### src/rtl/huarong_move_sequencer.sv
// huarong_move_sequencer
//   Sole source of move commands for the 3x3 sliding-tile datapath. Player key
//   edges become blank-relative moves. A start edge runs an LFSR-driven
//   scramble of SHUFFLE_MOVES legal, non-reversing random moves. A player move
//   that leaves the board solved raises gameover.
//
// Ports
//   R_clk_2M     system clock
//   I_reset      synchronous, active-high reset
//   I_start      level; a rising edge starts a shuffle
//   I_up/down/left/right  debounced key levels
//   I_board      board, cell k (1..9, row-major) at [4k-1:4k-4]; 0 = blank
//   O_up/down/left/right  one-cycle move pulses (at most one high)
//   O_num_index  cell of the tile being moved; 0 when no pulse is issued
//   O_busy       high while a move is in flight or a shuffle is running
//   O_gameover   board solved by a player move
//   O_moves      player move count, saturating
//
// Handshake: there is no backpressure. A pulse with its index is held for
// exactly one cycle, and the datapath applies it on that cycle's closing edge.
// The board is sampled again only from the following cycle.
module huarong_move_sequencer #(
  parameter int          SHUFFLE_MOVES = 64,
  parameter logic [15:0] LFSR_SEED     = 16'hACE1
) (
  input  logic        R_clk_2M,
  input  logic        I_reset,
  input  logic        I_start,
  input  logic        I_up,
  input  logic        I_down,
  input  logic        I_left,
  input  logic        I_right,
  input  logic [35:0] I_board,
  output logic        O_up,
  output logic        O_down,
  output logic        O_left,
  output logic        O_right,
  output logic [3:0]  O_num_index,
  output logic        O_busy,
  output logic        O_gameover,
  output logic [15:0] O_moves
);

  localparam logic [15:0] SEED   = (LFSR_SEED == 16'h0) ? 16'hACE1 : LFSR_SEED;
  localparam logic [7:0]  SHUF_N = 8'(SHUFFLE_MOVES);

  // Direction codes; xor with 1 gives the reverse direction.
  localparam logic [1:0] DIR_UP    = 2'd0;
  localparam logic [1:0] DIR_DOWN  = 2'd1;
  localparam logic [1:0] DIR_LEFT  = 2'd2;
  localparam logic [1:0] DIR_RIGHT = 2'd3;

  typedef enum logic [2:0] {
    IDLE, SHUF_PICK, SHUF_ISSUE, SHUF_SETTLE, PLAY, ISSUE, SETTLE, DONE
  } state_t;

  state_t      state;
  logic [15:0] lfsr;
  logic [7:0]  shuf_cnt;
  logic [1:0]  last_dir;
  logic        last_valid;
  logic [3:0]  key_prev;
  logic        start_prev;

  // Returns {legal, tile_cell} for moving toward blank cell b in direction d.
  function automatic logic [4:0] move_of(input logic [3:0] b, input logic [1:0] d);
    logic       ok;
    logic [3:0] t;
    case (d)
      DIR_UP:   begin ok = (b <= 4'd6); t = b + 4'd3; end
      DIR_DOWN: begin ok = (b >= 4'd4); t = b - 4'd3; end
      DIR_LEFT: begin ok = !(b == 4'd3 || b == 4'd6 || b == 4'd9); t = b + 4'd1; end
      default:  begin ok = !(b == 4'd1 || b == 4'd4 || b == 4'd7); t = b - 4'd1; end
    endcase
    return {ok, t};
  endfunction

  // Lowest-numbered empty cell wins if the board holds several zeros.
  logic [3:0] blank;
  logic       blank_ok;
  always_comb begin
    blank    = 4'd0;
    blank_ok = 1'b0;
    for (int k = 9; k >= 1; k--) begin
      if (I_board[4*k-1 -: 4] == 4'd0) begin
        blank    = 4'(k);
        blank_ok = 1'b1;
      end
    end
  end

  logic solved;
  always_comb begin
    solved = (I_board[35:32] == 4'd0);
    for (int k = 1; k <= 8; k++) begin
      if (I_board[4*k-1 -: 4] != 4'(k)) solved = 1'b0;
    end
  end

  // Key edges, bit 3 = up .. bit 0 = right; the highest set bit wins.
  logic [3:0] key_lvl, key_edge;
  logic [1:0] key_dir;
  logic [4:0] key_move, rnd_move;
  logic       key_go, rnd_go, start_edge;
  always_comb begin
    key_lvl    = {I_up, I_down, I_left, I_right};
    key_edge   = key_lvl & ~key_prev;
    key_dir    = key_edge[3] ? DIR_UP :
                 key_edge[2] ? DIR_DOWN :
                 key_edge[1] ? DIR_LEFT : DIR_RIGHT;
    key_move   = move_of(blank, key_dir);
    key_go     = (|key_edge) && blank_ok && key_move[4] && !O_gameover;
    rnd_move   = move_of(blank, lfsr[1:0]);
    rnd_go     = blank_ok && rnd_move[4] &&
                 !(last_valid && (lfsr[1:0] == (last_dir ^ 2'b01)));
    start_edge = I_start && !start_prev;
  end

  always_ff @(posedge R_clk_2M) begin
    if (I_reset) begin
      state       <= IDLE;
      lfsr        <= SEED;
      shuf_cnt    <= 8'd0;
      last_dir    <= DIR_UP;
      last_valid  <= 1'b0;
      key_prev    <= key_lvl;
      start_prev  <= I_start;
      O_up        <= 1'b0;
      O_down      <= 1'b0;
      O_left      <= 1'b0;
      O_right     <= 1'b0;
      O_num_index <= 4'd0;
      O_busy      <= 1'b0;
      O_gameover  <= 1'b0;
      O_moves     <= 16'd0;
    end else begin
      lfsr       <= {lfsr[14:0], lfsr[15] ^ lfsr[13] ^ lfsr[12] ^ lfsr[10]};
      key_prev   <= key_lvl;
      start_prev <= I_start;
      // Pulses and index live for exactly one cycle unless set below.
      O_up        <= 1'b0;
      O_down      <= 1'b0;
      O_left      <= 1'b0;
      O_right     <= 1'b0;
      O_num_index <= 4'd0;
      case (state)
        IDLE: begin
          if (start_edge) begin
            state  <= SHUF_PICK;
            O_busy <= 1'b1;
          end
        end
        SHUF_PICK: begin
          if (rnd_go) begin
            {O_up, O_down, O_left, O_right} <= 4'b1000 >> lfsr[1:0];
            O_num_index <= rnd_move[3:0];
            last_dir    <= lfsr[1:0];
            last_valid  <= 1'b1;
            state       <= SHUF_ISSUE;
          end
        end
        SHUF_ISSUE: begin
          shuf_cnt <= shuf_cnt + 8'd1;
          state    <= SHUF_SETTLE;
        end
        SHUF_SETTLE: begin
          if (shuf_cnt == SHUF_N) begin
            shuf_cnt <= 8'd0;
            O_busy   <= 1'b0;
            state    <= PLAY;
          end else begin
            state <= SHUF_PICK;
          end
        end
        PLAY: begin
          if (start_edge) begin
            O_busy <= 1'b1;
            state  <= SHUF_PICK;
          end else if (key_go) begin
            {O_up, O_down, O_left, O_right} <= 4'b1000 >> key_dir;
            O_num_index <= key_move[3:0];
            O_busy      <= 1'b1;
            state       <= ISSUE;
          end
        end
        ISSUE: begin
          if (O_moves != 16'hFFFF) O_moves <= O_moves + 16'd1;
          state <= SETTLE;
        end
        SETTLE: begin
          O_busy <= 1'b0;
          if (solved) begin
            O_gameover <= 1'b1;
            state      <= DONE;
          end else begin
            state <= PLAY;
          end
        end
        DONE: begin
          if (start_edge) begin
            O_gameover <= 1'b0;
            O_moves    <= 16'd0;
            O_busy     <= 1'b1;
            state      <= SHUF_PICK;
          end
        end
        default: state <= IDLE;
      endcase
    end
  end

endmodule
### config.mk
export PLATFORM = sky130hd
export DESIGN_NAME = huarong_move_sequencer
export DESIGN_NICKNAME = d
export VERILOG_FILES = /design/src/rtl/huarong_move_sequencer.sv
export SDC_FILE = /design/constraint.sdc
export NUM_CORES = 1
export LEC_CHECK = 0
export ABC_AREA = 1
export BUFFER_PORTS_ARGS = -buffer_cell sky130_fd_sc_hd__buf_2
export CAP_MARGIN = 20
export CELL_PAD_IN_SITES_DETAIL_PLACEMENT = 0
export CELL_PAD_IN_SITES_GLOBAL_PLACEMENT = 1
export CORE_MARGIN = 10
export CORE_UTILIZATION = 35
export DETAILED_ROUTE_END_ITERATION = 6
export PLACE_DENSITY = 0.74
export SLEW_MARGIN = 5
export SYNTH_ARGS = -nofsm -noshare
export SYNTH_HDL_FRONTEND = slang
export SYNTH_SLANG_ARGS = --single-unit
### constraint.sdc
create_clock -name R_clk_2M -period 2.6 [get_ports R_clk_2M]
set_input_delay 0.78 -clock R_clk_2M [delete_from_list [all_inputs] [get_ports R_clk_2M]]
set_output_delay 0.78 -clock R_clk_2M [all_outputs]
set_load 0.03 [all_outputs]
**Yosys cells after proc, flatten, opt, wreduce, memory -nomap -nowiden**

Cells that the tools add are included.

- Logic and storage cells: 179
- Bits of input ports: 43
- Flip-flop bits (word level): 61
- Output and inout bits: 26

- Mux-type cells: 73
- Equality and inequality tests: 35
- Add/sub/neg operators: 6
- Magnitude comparators: 2
- Bitwise logic cells: 6
- Reductions and logical operators: 40
- Shift operators: 2

Operator list:

| kind | count |
|---|---|
| two-way mux 4 bit | 12 |
| zero test 4 bit | 9 |
| two-way mux 1 bit | 36 |
| two-way mux 16 bit | 2 |
| case mux 16 bit (2 select lines) | 1 |
| case mux 4 bit (3 select lines) | 2 |
| case mux 3 bit (7 select lines) | 1 |
| adder 16 x 1 -> 16 bit, second input constant | 1 |
| inequality test 16 bit, second input constant | 1 |
| inequality test 4 x 3 -> 1 bit, second input constant | 4 |
| case mux 8 bit (2 select lines) | 1 |
| two-way mux 3 bit | 5 |
| equality test 3 bit, second input constant | 4 |
| equality test 4 x 3 -> 1 bit, second input constant | 3 |
| inequality test 2 bit, second input constant | 5 |
| case mux 1 bit (2 select lines) | 5 |
| AND reduction 3 bit | 3 |
| adder 8 x 1 -> 8 bit, second input constant | 1 |
| equality test 8 x 7 -> 1 bit, second input constant | 1 |
| two-way mux 8 bit | 1 |
| inequality test 4 x 2 -> 1 bit, second input constant | 2 |
| case mux 4 bit (2 select lines) | 1 |
| >> shifter 4 x 2 -> 4 bit, first input constant | 2 |
| logical AND 1 bit | 7 |
| 35 further kinds | 54 |

**Logic depth before layout (Yosys ltp)**

- Depth after elaboration: 20
- Gate-level depth with buffers: 23
- Gate-level depth less buffers: 23

**Worst setup path after synthesis**

OpenSTA, ideal clock, no wires.

- Path kind: input port to flip-flop
- From: input I_board[13]
- To: register state[2]
- Data arrival time: 2.691 ns
- Required time: 2.486 ns
- Library setup time: 0.114 ns
- Stages on the path: 17
- Slack: -0.205 ns
- Buffers on the path: 0
- Cell sequence: nor2_1 -> nand2_2 -> nand2_2 -> nor2_2 -> o21ai_0 -> inv_1 -> ha_1 -> inv_1 -> nor2_2 -> nor2_2 -> nand3_1 -> nand2_2 -> nand3_4 -> nand2_4 -> nand3_1 -> nor2_1 -> nor2_2

- Word-level cells in the longest chain between the ends: 14
- Elaborated cells between the ends (all ways): 33
- Those cells by class: 2 x order compare; 8 x eq/ne; 10 x mux; 13 x reduce/logical

Ends and longest elaborated chain:

| what | line | text |
|---|---|---|
| start: declaration | 33 | `input logic [35:0] I_board,` |
| zero test 4 bit (*) | 85 | `if (I_board[4*k-1 -: 4] == 4'd0) begin` |
| two-way mux 4 bit (4 in a row) | 85 |  |
| equality test 4 x 1 -> 1 bit (tied with other cells) | 73 | `default: begin ok = !(b == 4'd1 \|\| b == 4'd4 \|\| b == 4'd7); t = b - 4'd1; end` |
| logical OR 1 bit, on equally long branches (2 in a row) | 73, 72 |  |
| zero test 1 bit, on equally long branches | 73, 72 |  |
| case mux 1 bit (3 select lines) | 69 | `case (d)` |
| logical AND 1 bit, on equally long branches (2 in a row) | 112, 114 |  |
| inequality test 3 bit (no line) or inequality test 2 bit (tied branches) | n/a |  |
| AND reduction 3 bit (no line) (*) | n/a |  |
| end signal: assignment | 121 | `state <= IDLE;` |
| end signal: assignment | 149 | `state <= SHUF_PICK;` |
| end signal: assignment | 159 | `state <= SHUF_ISSUE;` |
| end: declaration | 57 | `state_t state;` |

Mark *: on every way between the ends. The rest lies on a longest branch, timed or not.
A chain may end at the register's enable or synchronous reset.

**Final worst setup path**

- From: input I_board[13]
- To: register O_num_index[3]

- Word-level cells in the longest chain between the ends: 15
- Elaborated cells between the ends (all ways): 40
- Those cells by class: 4 x add/sub; 2 x order compare; 6 x eq/ne; 16 x mux; 12 x reduce/logical

Ends and longest elaborated chain:

| what | line | text |
|---|---|---|
| zero test 4 bit (*) | 85 |  |
| two-way mux 4 bit (4 in a row) | 85 |  |
| equality test 4 x 1 -> 1 bit (tied with other cells) | 73 |  |
| logical OR 1 bit, on equally long branches (2 in a row) | 73, 72 |  |
| zero test 1 bit, on equally long branches | 73, 72 |  |
| case mux 1 bit (3 select lines) | 69 |  |
| logical AND 1 bit (2 in a row) | 112 | `key_go = (\|key_edge) && blank_ok && key_move[4] && !O_gameover;` |
| two-way mux 4 bit | 179 | `end else if (key_go) begin` |
| two-way mux 4 bit | 176 | `if (start_edge) begin` |
| case mux 4 bit (2 select lines) (*) | 146 | `case (state)` |
| end signal: assignment | 156 | `O_num_index <= rnd_move[3:0];` |
| end signal: assignment | 181 | `O_num_index <= key_move[3:0];` |
| end: declaration | 38 | `output logic [3:0] O_num_index,` |

Marked as above.

==> metrics.yaml <==
status:
  status: "finished, final reports clean"
die:
  die_w_um: 120
  die-area_sq_um: 14400
  core-area_sq_um: 9770
  start_util: 0.359
  die_h_um: 120
  rows: 36
  io-pin-count: 69
sta:
  skew_ps: 7.51
  relSlewSlack: 0.436
  setup-violations-final: 0
  hold_viol: 0
  period_share: 0.964
  period_minus_slack_ps: 2510
  report.final.slew_viol_count: 0
  holdWs_ps: 408
  grt_setup_unrepaired: "yes"
  worstMarginPinSlew_ps: 838
  max_freq_mhz: 399
  fin_ws_ps: 92.7
worst_setup_path:
  crit_type: "in -> reg"
  startpoint_type: "primary input"
  cp_max_fo: 6
  cpMostUsedCell: "nand2_2"
  path_delay_family: "simple AND/OR/NAND/NOR gates"
  cp.required_ps: 2880
  cp.arrival_ps: 2790
  end_kind: "flip-flop"
  cpPeakStageDelay_ps: 230
  cp_cell_sequence: "buf_2, nor2_1, nand2_2, nand2_1, nand2_2, nand2_2, nand2_4, buf_6, ha_4, nand4_1, nand4_1, nand3_2, nand3_4, nor2_4, nand3_2, a21oi_2"
  cp_slowest_cell: "nor2_4"
  path_buf_inv: 2
hold_path:
  hold_class: "reg -> reg"
grt:
  antenna_found_initial: 0
  grt_max_degree: 26
  overflow: 0
  grt_pass1_vias: 3240
  grtUsageTotal: 0.128
  grt_pass1_wl_um: 15300
layout:
  nNetsFinal: 664
  n_antenna_cell: 0
  drive_gt1_frac: 0.346
  stdcell_area_sq_um: 4670
  nFillCells: 1022
  syn_to_final_growth_pct: 33.2
power_and_ir_drop:
  power_density_nw_per_um2: 602
  leakage_nw: 2.22
  peakVddDrop_v: 0.000327
synthesis:
  synth-seq-area-share: 0.348
  ys_types: 39
  yosys_warnings: 0
  syn-num-nets: 552
  synthCells: 502
  syn-cell-area_sq_um: 3510
  syn_area_per_cell_sq_um: 6.99
  ys_ff_latch: 61
drt:
  drc: 0
  avgViaCountPerCell: 4.55
  drtIter0Drc: 166
  drtPass1Iterations: 4
  ant_nets: 0
  vias: 3421
  wl_per_cell_um: 12.2
  wirelength_um: 9190
run:
  drv_cap: 0
placement:
  placed_area_sq_um: 4280
  pre_cts_slack_ps: -369
  hpwl_um: 7400
  portBuffers: 68
  gp_congestion: 0.893
cts:
  htreeDepth: 3
  cts_buffer_depth: 2
  clk_latency_ps: 350
  clock-sinks: 61
  cts_tree: "done"
  cts_buffers: 9
  cts.clk_slew.worst_paths_ps: 70
  cts_root_buffer: "clkbuf_8"
## cell usage in the layout (no fill, tap or decap), types with 2 or more instances in the layout
cell / n
a211oi_1: 5
a21oi_1: 26
a21oi_2: 6
a31oi_1: 2
buf_2: 62
buf_4: 39
buf_6: 7
bufinv_16: 2
clkbuf_8: 11
clkinv_2: 2
dfxtp_1: 61
ha_1: 5
inv_1: 77
inv_2: 8
inv_4: 2
nand2_1: 85
nand2_2: 19
nand2_4: 7
nand3_1: 20
nand3_2: 9
nand3_4: 3
nand4_1: 15
nor2_1: 59
nor2_2: 9
nor2_4: 7
nor2_8: 3
nor3_1: 16
nor3b_1: 5
nor4_1: 4
o211ai_1: 2
o21ai_0: 13
or2_2: 9
or2_4: 2
xnor2_1: 2
xor2_1: 3
## registers in the layout, summed over array words and instances (netlist names), 2 cells and up
signal,cells
state,3
last_dir,2
key_prev,4
O_num_index,4
shuf_cnt,8
lfsr,16
O_moves,16
## kinds of logic (layout without fill, tap and decap cells)
group / count (synthesis) / after routing / synth area share
adders and majority gates: 7 / 7 / 0.0250
and+or+nand+nor: 277 / 277 / 0.419
buffers and inverters: 94 / 211 / 0.102
DFF: 61 / 61 / 0.348
xor gates and xnor gates: 5 / 5 / 0.0125
AOI/OAI and AO/OA: 58 / 58 / 0.0945
## timing repair
item,CTS,global route
pin swaps,1,28
hold buffers,0,0
buffers inserted,0,3
resized for setup,1,40
endpoints found under the setup margin,1,15
## routing by layer
| layer | up-vias | GRT usage | share of wire |
|---|---|---|---|
| met3 | 12 | 0.0445 | 0.057 |
| met2 | 60 | 0.210 | 0.48 |
| met5 | - | 0 | 0 |
| met4 | 0 | 0.0332 | 0.012 |
| met1 | 1526 | 0.155 | 0.45 |
| li1 | 1823 | - | - |
## per-stage QoR
step	util	setup TNS (ps)	cells	total power [mW]
after global routing	0.478	-648	752	3.00
after detailed placement	0.438	-3770	733	1.83
after CTS	0.461	0	749	2.81
after global placement	0.438	-3240	733	1.82
after floorplan	-	0	502	1.62
final	0.478	0	752	2.81
## worst register-to-register path: cells and delay by family, from the launching register on
kind	cells	cell delay [ps]
AO/OA/AOI/OAI	1	130
buffers and inverters	1	60
AND/OR/NAND/NOR	9	1070
adder cells (fa/ha/maj)	1	190
flip-flops	1	390
## report_power, final
| part | leakage [nW] | internal [mW] | total [mW] | switching (mW) |
|---|---|---|---|---|
| registers | 0.499 | 1.00 | 1.06 | 0.0613 |
| logic | 1.60 | 0.315 | 0.790 | 0.476 |
| clock network | 0.116 | 0.589 | 0.961 | 0.372 |
## cells in the mapped netlist
library cell | instances | area share
nand4_4 | 1 | 0.0061
inv_2 | 5 | 0.0053
nand2_1 | 93 | 0.099
nor2_4 | 5 | 0.016
nor2_8 | 3 | 0.017
ha_1 | 7 | 0.025
buf_4 | 1 | 0.0021
nor2_1 | 63 | 0.067
nand3_1 | 24 | 0.034
nand4_1 | 15 | 0.027
o21a_1 | 1 | 0.0021
o211ai_1 | 2 | 0.0043
clkbuf_1 | 6 | 0.0064
nor4_1 | 4 | 0.0071
a21oi_2 | 1 | 0.0025
a21oi_1 | 31 | 0.044
inv_1 | 82 | 0.088
a211oi_1 | 5 | 0.011
nor4b_1 | 1 | 0.0025
dfxtp_1 | 61 | 0.35
o21ai_0 | 14 | 0.020
nand3_2 | 5 | 0.014
or4_1 | 1 | 0.0021
nor3_1 | 16 | 0.023
nor4_2 | 1 | 0.0036
xnor2_1 | 2 | 0.0050
nand2_4 | 4 | 0.013
nor3_2 | 1 | 0.0029
or2_2 | 9 | 0.016
nor3b_1 | 5 | 0.011
xor2_1 | 3 | 0.0075
nand3_4 | 3 | 0.015
nand2_2 | 14 | 0.025
a31oi_1 | 2 | 0.0036
or2_1 | 1 | 0.0018
o2111ai_1 | 1 | 0.0025
or2_4 | 1 | 0.0025
o21ai_4 | 1 | 0.0046
nor2_2 | 7 | 0.012
## worst paths after layout
path | end | startpoint | slack, ps | depth (start not counted)
max | O_num_index[3] | I_board[13] | 90 | 16
min | lfsr[12] | lfsr[11] | 410 | 2
max reg2reg | O_moves[15] | O_moves[0] | 640 | 12
min reg2reg | lfsr[12] | lfsr[11] | 410 | 2
## area by class of cell
cell class                      instances  area (sq um)  area share
Multi-Input combinational cell        347          2050       0.438
Sequential cell                        61          1220       0.261
Timing Repair Buffer                  108           682       0.146
Inverter                               87           332      0.0710
Tap cell                              133           166      0.0356
Clock buffer                           12           155      0.0332
Clock inverter                          4          70.1      0.0150
Note: power is estimated with default switching activity, not from simulation.
